==> src/rtl/alu_iterative.sv <==
// Multi-cycle ALU: logic/arith/compare ops finish in one cycle, shifts run one bit per cycle.
// Valid/ready handshake on both the operand and the result side.
module alu_iterative #(
  parameter int DATA_WIDTH    = 32,
  parameter int OPCODE_LENGTH = 4,
  parameter int SHAMT_WIDTH   = 5
) (
  input  logic                     clk,
  input  logic                     reset,
  input  logic                     in_valid,
  output logic                     in_ready,
  input  logic [OPCODE_LENGTH-1:0] Operation,
  input  logic [DATA_WIDTH-1:0]    SrcA,
  input  logic [DATA_WIDTH-1:0]    SrcB,
  output logic                     out_valid,
  input  logic                     out_ready,
  output logic [DATA_WIDTH-1:0]    ALUResult,
  output logic                     Zero
);

  localparam logic [OPCODE_LENGTH-1:0] OP_AND = 4'b0000;
  localparam logic [OPCODE_LENGTH-1:0] OP_OR  = 4'b0001;
  localparam logic [OPCODE_LENGTH-1:0] OP_ADD = 4'b0010;
  localparam logic [OPCODE_LENGTH-1:0] OP_XOR = 4'b0011;
  localparam logic [OPCODE_LENGTH-1:0] OP_SLL = 4'b0100;
  localparam logic [OPCODE_LENGTH-1:0] OP_SRL = 4'b0101;
  localparam logic [OPCODE_LENGTH-1:0] OP_SUB = 4'b0110;
  localparam logic [OPCODE_LENGTH-1:0] OP_SRA = 4'b0111;
  localparam logic [OPCODE_LENGTH-1:0] OP_EQ  = 4'b1000;
  localparam logic [OPCODE_LENGTH-1:0] OP_SLT = 4'b1100;

  typedef enum logic [1:0] {IDLE, SHIFT, DONE} state_t;

  state_t                   state;
  logic [OPCODE_LENGTH-1:0] op_q;
  logic [DATA_WIDTH-1:0]    work;
  logic [SHAMT_WIDTH-1:0]   cnt;

  logic [DATA_WIDTH-1:0]    comb_res;
  logic [DATA_WIDTH-1:0]    shift_next;
  logic [SHAMT_WIDTH-1:0]   shamt;
  logic                     is_shift;
  logic                     accept;

  assign shamt  = SrcB[SHAMT_WIDTH-1:0];
  assign accept = in_valid && in_ready;

  always_comb begin
    comb_res = '0;
    is_shift = 1'b0;
    case (Operation)
      OP_AND: comb_res = SrcA & SrcB;
      OP_OR:  comb_res = SrcA | SrcB;
      OP_ADD: comb_res = SrcA + SrcB;
      OP_SUB: comb_res = SrcA - SrcB;
      OP_XOR: comb_res = SrcA ^ SrcB;
      OP_SLT: comb_res = DATA_WIDTH'($signed(SrcA) < $signed(SrcB));
      OP_EQ:  comb_res = DATA_WIDTH'(SrcA == SrcB);
      OP_SLL, OP_SRL, OP_SRA: begin
        comb_res = SrcA;
        is_shift = 1'b1;
      end
      default: comb_res = '0;
    endcase
  end

  always_comb begin
    shift_next = '0;
    case (op_q)
      OP_SLL:  shift_next = {work[DATA_WIDTH-2:0], 1'b0};
      OP_SRL:  shift_next = {1'b0, work[DATA_WIDTH-1:1]};
      default: shift_next = {work[DATA_WIDTH-1], work[DATA_WIDTH-1:1]};
    endcase
  end

  always_ff @(posedge clk) begin
    if (reset) begin
      state     <= IDLE;
      in_ready  <= 1'b1;
      out_valid <= 1'b0;
      ALUResult <= '0;
      Zero      <= 1'b1;
      op_q      <= '0;
      work      <= '0;
      cnt       <= '0;
    end else begin
      case (state)
        IDLE: begin
          if (accept) begin
            in_ready <= 1'b0;
            // Zero shift amount short-circuits straight to DONE with SrcA as result.
            if (is_shift && shamt != '0) begin
              op_q  <= Operation;
              work  <= SrcA;
              cnt   <= shamt;
              state <= SHIFT;
            end else begin
              ALUResult <= comb_res;
              Zero      <= (comb_res == '0);
              out_valid <= 1'b1;
              state     <= DONE;
            end
          end
        end
        SHIFT: begin
          work <= shift_next;
          cnt  <= cnt - 1'b1;
          if (cnt == SHAMT_WIDTH'(1)) begin
            ALUResult <= shift_next;
            Zero      <= (shift_next == '0);
            out_valid <= 1'b1;
            state     <= DONE;
          end
        end
        DONE: begin
          if (out_ready) begin
            out_valid <= 1'b0;
            in_ready  <= 1'b1;
            state     <= IDLE;
          end
        end
        default: begin
          state     <= IDLE;
          in_ready  <= 1'b1;
          out_valid <= 1'b0;
        end
      endcase
    end
  end

endmodule

==> config.mk <==
export PLATFORM = sky130hd
export DESIGN_NAME = alu_iterative
export DESIGN_NICKNAME = d
export VERILOG_FILES = /design/src/rtl/alu_iterative.sv
export SDC_FILE = /design/constraint.sdc
export NUM_CORES = 1
export LEC_CHECK = 0
export ABC_AREA = 1
export BUFFER_PORTS_ARGS = -buffer_cell sky130_fd_sc_hd__buf_4
export CAP_MARGIN = 20
export CORE_UTILIZATION = 43
export DETAILED_ROUTE_END_ITERATION = 10
export RECOVER_POWER = 25
export SKIP_LAST_GASP = 1
export SYNTH_ARGS = -nofsm -noshare
export SYNTH_HDL_FRONTEND = slang
export SYNTH_SLANG_ARGS = --single-unit
export TNS_END_PERCENT = 5
==> constraint.sdc <==
create_clock -name clk -period 2.2 [get_ports clk]
set_input_delay 0.22 -clock clk [delete_from_list [all_inputs] [get_ports clk]]
set_output_delay 0.22 -clock clk [all_outputs]
set_load 0.02 [all_outputs]
Word-level counts from Yosys, hierarchy flattened
Cells that the tools add are included.
Word-level totals
  register bits after elaboration: 78
  input port bits: 72
  output and inout port bits: 35
  word-level logic and storage cells: 81
Operators by class
  add/sub/neg operators: 3
  magnitude comparators: 1
  eq/ne operators: 20
  multiplexer cells: 30
  bitwise logic cells: 4
  reduce and logical (&&, ||, !) cells: 15
Operator list (number)
  32-bit case mux with 8 select lines: 1
  32-bit case mux with 2 select lines: 3
  32-bit 2-to-1 mux: 5
  32-bit logical NOT: 2
  32-bit adder: 1
  32-bit AND: 1
  32-bit equality test: 1
  32-bit less-than comparator: 1
  32-bit OR: 1
  32-bit subtractor: 1
  32-bit XOR: 1
  4-bit by 3-bit equality test with 1-bit output (second input constant): 6
  3-bit AND reduction: 4
  1-bit 2-to-1 mux: 10
  5-bit 2-to-1 mux: 2
  2-bit inequality test (second input constant): 5
  5-bit case mux with 2 select lines: 1
  4-bit by 2-bit equality test with 1-bit output (second input constant): 2
  4-bit equality test (second input constant): 2
  2-bit 2-to-1 mux: 4
  4-bit AND reduction: 2
  1-bit case mux with 3 select lines: 2
  2-bit case mux with 3 select lines: 1
  5-bit by 1-bit equality test with 1-bit output (second input constant): 1
  other kinds (12): 13

Logic depth before layout (Yosys ltp)
Gate-level depths: netlist (run 1).
  word-level depth: 7
  mapped depth: 24
  mapped depth without buffers: 23

Worst setup path after synthesis (run 1)
OpenSTA, ideal clock, no wires.
  path type: input to register
  from: input port SrcA[0]
  to: register Zero
  setup time: 0.059 ns
  data arrival time: 2.055 ns
  slack: 0.086 ns
  stages on the path: 22
  cell sequence: inv_1 -> ha_1 -> fa_1 -> inv_1 -> nand2_1 -> nand3_1 -> nand2_1 -> nand2_1 -> nand2_1 -> nand2_1 -> nand2_1 -> nand2_1 -> nand2_1 -> nand3_1 -> nand2_1 -> nor2_1 -> nand3_1 -> nor2_1 -> nand2_1 -> nand2_1 -> nand2_1 -> nand2_1
Between the ends
  word-level cells in the longest chain between the ends: 6
  elaborated cells on any way between the ends: 12
  classes of those cells: add/sub (2); order compare (1); eq/ne (1); mux (4); bitwise (3); reduce/logical (1)
Ends and longest elaborated chain
  start: declaration: line 13  | input logic [DATA_WIDTH-1:0] SrcA,
  32-bit subtractor (tied with other cells): line 55  | OP_SUB: comb_res = SrcA - SrcB;
  32-bit case mux with 8 select lines (*): line 51  | case (Operation)
  32-bit logical NOT (*): line 99  | Zero <= (comb_res == '0);
  1-bit 2-to-1 mux (*): line 92  | if (is_shift && shamt != '0) begin
  1-bit 2-to-1 mux (*): line 89  | if (accept) begin
  1-bit case mux with 2 select lines (*): line 87  | case (state)
  end signal: assignment: line 99
  end signal: assignment: line 110  | Zero <= (shift_next == '0);
  end: declaration: line 18  | output logic Zero
Every way passes the cells marked *; elsewhere a longest branch is shown, timed or not. The select of a mux whose other input is x is not followed.
A chain may end at the register's enable or synchronous reset.

Worst setup path after layout (run 1)
  from: input port SrcA[10]
  to: register ALUResult[18]
Between the ends
  word-level cells in the longest chain between the ends: 5
  elaborated cells on any way between the ends: 6
  classes of those cells: add/sub (2); mux (4)
Ends and longest elaborated chain
  32-bit subtractor or 32-bit adder (tied branches): line 55, 54
  32-bit case mux with 8 select lines (*): line 51
  32-bit 2-to-1 mux (*): line 92
  32-bit 2-to-1 mux (*): line 89
  32-bit case mux with 2 select lines (*): line 87
  end signal: assignment: line 98  | ALUResult <= comb_res;
  end signal: assignment: line 109  | ALUResult <= shift_next;
  end: declaration: line 17  | output logic [DATA_WIDTH-1:0] ALUResult,
Marks and branches as above.

==> flow_metrics.py, run 1 <==
metrics = {
    "status": {
        "run_status": "finished, violations left",
        "violations_in_the_final_reports": "setup timing",
    },
    "placement": {
        "place.detailed.hpwl_um": 39800,
        "gp_routability_congestion": 1.09,
        "portBuffers": 106,
        "place_worst_setup_slack_ns": -0.755,
    },
    "grt": {
        "number_of_antenna_violations_at_the_first_check_in_global_routing": 0,
        "grt_remaining_overflow": 0,
        "grt_pass1_wl_um": 74100,
        "via_count_of_the_first_global_routing_pass": 13749,
        "groute.usage.overall": 0.375,
        "maximum_number_of_pins_on_one_net_before_global_route_repair": 64,
    },
    "drt": {
        "wirelength_um": 48800,
        "routed_via_density": 5.36,
        "detailedRoute.firstIterationViolations": 1224,
        "routed-via-count": 14384,
        "antenna_violating_nets_post_route": 0,
        "drt-pass1-iter-count": 6,
        "post_drt_wl_per_cell_um": 18.2,
        "remaining_drc_errors": 0,
    },
    "power_and_ir_drop": {
        "worst_ir_drop_vdd_uv": 722,
        "clock_power_share": 0.147,
        "sequentialPowerShare": 0.216,
        "p_sw_mw": 4.79,
        "leakage_component_of_the_power_nw": 8.36,
        "power_per_cell_area_nw_per_um2": 622,
        "internal-power_mw": 5.39,
        "switching_share": 0.470,
        "combPwrFrac": 0.637,
    },
    "setup_path": {
        "crit-reg2reg-capture": "Zero",
        "timing.reg2reg.setup_slack_ns": 0.02,
        "criticalPathCategory": "primary input to flop",
        "path_cells": "buf_4 -> inv_1 -> ha_4 -> buf_6 -> nand2_2 -> buf_4 -> nor2_4 -> buf_4 -> nand2_1 -> inv_1 -> nand2_2 -> nand2_1 -> nand2_1 -> nand3_1 -> nand2_1 -> buf_4 -> o21ai_0 -> buf_4 -> a31oi_1",
        "depth_of_the_most_critical_reg_to_reg_path": 16,
        "timing.critical_path.slowest_stage_cell": "ha_4",
        "critPathMaxStageDelay_ns": 0.31,
        "timing.critical_path.from_type": "primary input",
        "critical_path_peak_fanout": 5,
        "worstPathRequired_ns": 2.43,
        "setup.worst_path.end_class": "flop",
        "cpMostUsedCell": "buf_4",
        "r2r_start": "op_q[2]",
        "arrival_ns": 2.44,
    },
    "run": {
        "cap_viol_max_count": 0,
    },
    "clock_tree": {
        "clk_path_buf_depth": 2,
        "cts_inserted_buffers": 9,
        "worstSkewPairLatency_ns": 0.34,
        "clk_pin_slew_ns": 0.06,
        "ctsHoldBuffers": 0,
        "clock_tree_from_tritoncts": "yes",
        "cts_root_buffer": "clkbuf_16",
        "clock-sinks": 78,
        "cts-htree-levels": 3,
    },
    "finish": {
        "fill_cells": 2365,
        "antennaDiodeCount": 0,
        "register_area_um2": 1560,
        "design.final.nets": 2538,
        "layout-drive-gt1-share": 0.360,
        "area_of_combinational_cells_with_multiple_inputs_um2": 8670,
        "area_growth_pct": 53.6,
    },
    "timing": {
        "worst_hold_slack_ns": 0.176,
        "max_freq_mhz": 452,
        "drv_slew": 0,
        "report.final.setup_viol": 1,
        "clock_skew_ns": 0.00432,
        "rsz0062_at_grt": "true",
        "layout_min_cycle_time_ns": 2.21,
        "finalCritPeriodShare": 1.01,
        "maxSlewHeadroom": 0.626,
        "slew_at_the_pin_with_the_worst_max_slew_slack_ns": 0.555,
        "final_critical_path_setup_slack_ns": -0.0145,
        "report.final.hold_viol_count": 0,
    },
    "floorplan": {
        "die_height_um": 159,
        "die_width_um": 159,
        "io_pins": 107,
        "floorplan.initialDensity": 0.438,
        "fp.dieArea_um2": 25400,
        "core_region_area_um2": 24300,
        "fp-row-count": 57,
    },
    "yosys": {
        "netlist.area_leader.share": 0.186,
        "synth_most_common_cell": "nand2_1",
        "total_nets_after_synthesis": 2075,
        "ys_dominant_reg_cell": "dfxtp_1",
        "synth_area_um2": 10600,
        "synth.ff_latch_count": 78,
        "yosysTopAreaCell": "nand2_1",
        "seq_area_frac_synth": 0.147,
        "netlist-cell-type-count": 43,
        "number_of_synthesized_flops_with_an_enable_pin": 0,
        "synthTopCellsByArea": "nand2_1 (19%), dfxtp_1 (15%), ha_1 (13%)",
        "asyncSetResetFlopFracSynth": 0,
        "synth.avg_cell_area_um2": 5.63,
        "syn_inst": 1891,
        "synth_warnings": 0,
        "post_synth_most_frequent_cells": "nand2_1 (529), inv_1 (323), nor2_1 (167)",
    },
    "worst_hold_path": {
        "min_delay_worst_endpoint": "state[1]",
        "hold_path_startpoint": "out_ready",
        "hold-path-cell-count": 3,
        "timing.hold.worst.class": "primary input to flop",
    },
}
## logic make-up after synthesis
group	Yosys count	share of synthesized area
fa+ha+maj	112	0.133
flops	78	0.147
simple gates	923	0.365
buf+inv	412	0.155
xor+xnor	5	0.00411
compound gates	361	0.196
## power by group through the flow
stage	clock, mW	combinational, mW	sequential, mW
finish	1.49	6.48	2.20
global route	1.57	7.01	2.25
CTS	1.50	6.18	2.19
detailed placement	0	5.87	2.21
global placement	0	5.80	2.20
floorplan	0	3.01	2.37
## timing repair
action | in CTS | in global routing
pin swaps | 46 | 74
buffers inserted | 11 | 7
resized for setup | 188 | 174
setup endpoints to repair | 9 | 14
## through the flow
stage	TNS (ns)	area [um^2]	power, mW	util	std cells
floorplan	0	10600	5.38	-	1891
global placement	-11.51	14700	8.01	0.604	2649
detailed placement	-13.44	14700	8.08	0.604	2649
CTS	0	15900	9.87	0.652	2676
global route	-0.372	16400	10.8	0.672	2683
finish	-0.0145	16400	10.2	0.672	2683
## layer usage
layer | track usage | part of all wire | vias up
met2 | 0.644 | 0.47 | 621
li1 | - | - | 7002
met5 | 0 | 0 | -
met3 | 0.0362 | 0.060 | 134
met1 | 0.461 | 0.40 | 6627
met4 | 0.208 | 0.061 | 0
## worst max-delay path by stage
stage	startpoint	to	slack (ns)	depth (start not counted)
after floorplan	SrcA[0]	Zero	0.09	22
after global placement	SrcA[21]	Zero	-0.76	21
after detailed placement	SrcA[21]	Zero	-0.76	21
after CTS	SrcA[12]	Zero	0.0001	21
after global routing	op_q[2]	Zero	-0.16	16
final	SrcA[10]	ALUResult[18]	-0.01	19
## placed cells by master (no fill, tap or decap), types with 7 or more instances in the layout
cell type and n:
inv_4 9, nand3_1 119, clkbuf_16 9, inv_1 275
buf_6 13, nand3_2 21, a211oi_1 25, a31oi_1 34
inv_2 45, nor3_2 7, nor2_1 111, nand2_4 7
buf_12 14, nand4_1 17, ha_2 9, nor3_1 7
o22ai_1 34, or2_2 11, buf_4 476, nor2_4 26
nor2_2 44, ha_4 29, clkbuf_1 26, o21ai_0 105
ha_1 72, dfxtp_1 77, nand2_1 464, a21oi_1 89
a221oi_1 22, a21oi_2 22, nand2_2 71
## worst max-delay path: cells and delay by family
kind	cells	cell delay (ns)
and+or+nand+nor	8	0.57
buffers and inverters	8	0.95
AOI/OAI and AO/OA	2	0.37
adders and majority gates	1	0.31
## registers in the layout, indices dropped and copies added, names as in the netlist
register / flops
cnt: 5
op_q: 4
out_valid: 1
work: 32
Zero: 1
in_ready: 1
state: 2
ALUResult: 32
## final cells by class
class / instances / area share
Clock buffer: 11 / 0.0142
Clock inverter: 5 / 0.00360
Inverter: 334 / 0.0788
Multi-Input combinational cell: 1401 / 0.530
Sequential cell: 78 / 0.0956
Tap cell: 324 / 0.0248
Timing Repair Buffer: 530 / 0.253
Note: power is estimated with default switching activity, not from simulation.
==> inputs of run 2 (changes only) <==
Settings changed: MAX_ROUTING_LAYER from default to met4.
==> run 2 against run 1 <==
The flow still finishes with violations (setup timing). Register-to-register slack lost 0.03 ns. Non-clock buffer count grew 12. Routed wire length shrank 0.13%. Global-route usage grew 0.63 points. Sequential cell count is the same. First-iteration DRC count grew 13%. Core utilization shrank 1.3 points. Clock skew grew 0.0038 ns. Critical path depth grew 1. Sequential power is essentially flat. Worst hold slack gained 0.0082 ns. Highest routed layer unchanged.
==> flow_metrics.py, run 2 (synthesized netlist as in run 1, its figures left out) <==
metrics = {
    "status": {
        "run_status": "finished, violations left",
        "violations_in_the_final_reports": "setup timing",
    },
    "placement": {
        "gp_routability_congestion": 1.04,
        "place.detailed.hpwl_um": 39700,
        "placed_cells_incl_taps": 2658,
        "portBuffers": 106,
    },
    "floorplan": {
        "fp.dieArea_um2": 25400,
        "io_pins": 107,
        "fp-row-count": 57,
        "die_height_um": 159,
        "floorplan.initialDensity": 0.438,
        "die_width_um": 159,
        "core_region_area_um2": 24300,
    },
    "finish": {
        "layout-drive-gt1-share": 0.323,
        "antennaDiodeCount": 0,
        "area_growth_pct": 50.5,
        "fill_cells": 2421,
        "final_cell_count_no_fill": 2694,
        "final_cell_mix": "nand2_1 (493), buf_4 (492), inv_1 (302), nor2_1 (125), nand3_1 (123)",
        "design.final.nets": 2550,
        "register_area_um2": 1560,
        "most_common_library_cell_in_the_layout_ignoring_fill_and_taps": "nand2_1",
        "area_of_combinational_cells_with_multiple_inputs_um2": 8340,
        "reg_top3": "ALUResult: 32 flops, work: 32 flops, cnt: 5 flops",
        "post-route-util": 0.659,
    },
    "power_and_ir_drop": {
        "power_per_cell_area_nw_per_um2": 633,
        "fin_total_pwr_mw": 10.1,
        "worst_ir_drop_vdd_uv": 989,
        "leakage_component_of_the_power_nw": 8.39,
    },
    "timing": {
        "maxSlewHeadroom": 0.673,
        "slew_at_the_pin_with_the_worst_max_slew_slack_ns": 0.487,
        "clock_skew_ns": 0.00808,
        "drv_slew": 0,
        "finalCritPeriodShare": 1.03,
        "max_freq_mhz": 443,
        "report.final.hold_viol_count": 0,
        "final_critical_path_setup_slack_ns": -0.0569,
        "rsz0062_at_grt": "true",
        "report.final.setup_viol": 1,
        "layout_min_cycle_time_ns": 2.26,
        "worst_hold_slack_ns": 0.184,
    },
    "grt": {
        "grt_remaining_overflow": 0,
        "groute.usage.overall": 0.382,
        "via_count_of_the_first_global_routing_pass": 13745,
        "maximum_number_of_pins_on_one_net_before_global_route_repair": 73,
        "grt_pass1_wl_um": 73700,
        "number_of_antenna_violations_at_the_first_check_in_global_routing": 0,
    },
    "setup_path": {
        "critical_path_peak_fanout": 3,
        "timing.reg2reg.setup_slack_ns": -0.01,
        "cp-endpoint": "Zero",
        "worstPathRequired_ns": 2.48,
        "r2r_start": "op_q[2]",
        "crit-reg2reg-capture": "Zero",
        "arrival_ns": 2.53,
        "setup.worst_path.end_class": "flop",
        "worst_setup_path_startpoint": "SrcA[3]",
        "depth_of_the_most_critical_reg_to_reg_path": 18,
        "timing.critical_path.from_type": "primary input",
        "criticalPathCategory": "primary input to flop",
    },
    "drt": {
        "remaining_drc_errors": 0,
        "wirelength_um": 48700,
        "routed-via-count": 14279,
        "drt-pass1-iter-count": 5,
        "post_drt_wl_per_cell_um": 18.1,
        "antenna_violating_nets_post_route": 0,
        "routed_via_density": 5.30,
        "detailedRoute.firstIterationViolations": 1386,
    },
    "worst_hold_path": {
        "timing.hold.worst.class": "primary input to flop",
    },
    "clock_tree": {
        "ctsHoldBuffers": 0,
        "clk_path_buf_depth": 2,
        "clk_pin_slew_ns": 0.06,
        "cts-htree-levels": 3,
        "cts_inserted_buffers": 9,
        "worstSkewPairLatency_ns": 0.33,
        "clock-sinks": 78,
        "cts_root_buffer": "clkbuf_16",
        "clock_tree_from_tritoncts": "yes",
    },
    "run": {
        "cap_viol_max_count": 0,
    },
}
run 2: timing repair:
action,in CTS,in global routing
endpoints found under the hold margin,0,0
pin swaps,12,53
setup endpoints to repair,5,14
resized for setup,96,133
setup buffers,5,18
run 2: stage by stage:
step / area (um^2) / worst slack, ns / setup TNS (ns)
after floorplan: 10600 / 0.0858 / 0
after global placement: 14700 / -0.806 / -7.27
after detailed placement: 14700 / -0.791 / -7.60
after CTS: 15500 / 0.00270 / 0
after global routing: 16000 / -0.236 / -0.453
final: 16000 / -0.0569 / -0.0569
run 2: area by class of cell:
type / instances / area share
repair buffers: 542 / 0.259
clock inverters: 4 / 0.00453
clock buffers: 11 / 0.0145
multi-input cells: 1401 / 0.520
inverters: 334 / 0.0786
flip-flops and latches: 78 / 0.0975
well taps: 324 / 0.0253
run 2: critical path, stage by stage:
cell,delay [ns]
buf_4,0.12
buf_4,0.14
ha_1,0.22
nand2_1,0.07
nand2_1,0.11
a21oi_1,0.22
nand2_1,0.11
nand2_1,0.15
nand2_2,0.11
nand3_1,0.19
nand3_1,0.11
nand3_1,0.10
nand3_1,0.13
nor2_2,0.13
nand2_1,0.07
nor2_1,0.10
nand2_1,0.06
nand2_1,0.06
nand2_1,0.04
nand2_1,0.05
run 2: how the worst min path moves through the flow:
stage | cells after the start | start | endpoint
2_1_floorplan | 2 | Operation[1] | op_q[1]
3_3_place_gp | 2 | op_q[3] | op_q[3]
3_5_place_dp | 2 | op_q[3] | op_q[3]
4_1_cts | 3 | out_ready | state[1]
5_1_grt | 3 | out_ready | state[1]
6_report | 3 | out_ready | state[1]
run 2: routing by layer:
| metal | vias to the layer above | part of all wire | global-route usage |
|---|---|---|---|
| li1 | 7006 | - | - |
| met1 | 6586 | 0.42 | 0.462 |
| met2 | 567 | 0.48 | 0.649 |
| met3 | 120 | 0.056 | 0.0258 |
| met4 | 0 | 0.051 | 0.172 |
| met5 | - | 0 | - |
run 2: where the power goes:
| part | leakage, nW | switching, mW | total [mW] | internal (mW) |
|---|---|---|---|---|
| sequential | 0.642 | 0.297 | 2.21 | 1.91 |
| combinational | 7.61 | 3.82 | 6.37 | 2.55 |
| clock | 0.146 | 0.583 | 1.57 | 0.987 |
| total | 8.39 | 4.70 | 10.1 | 5.44 |
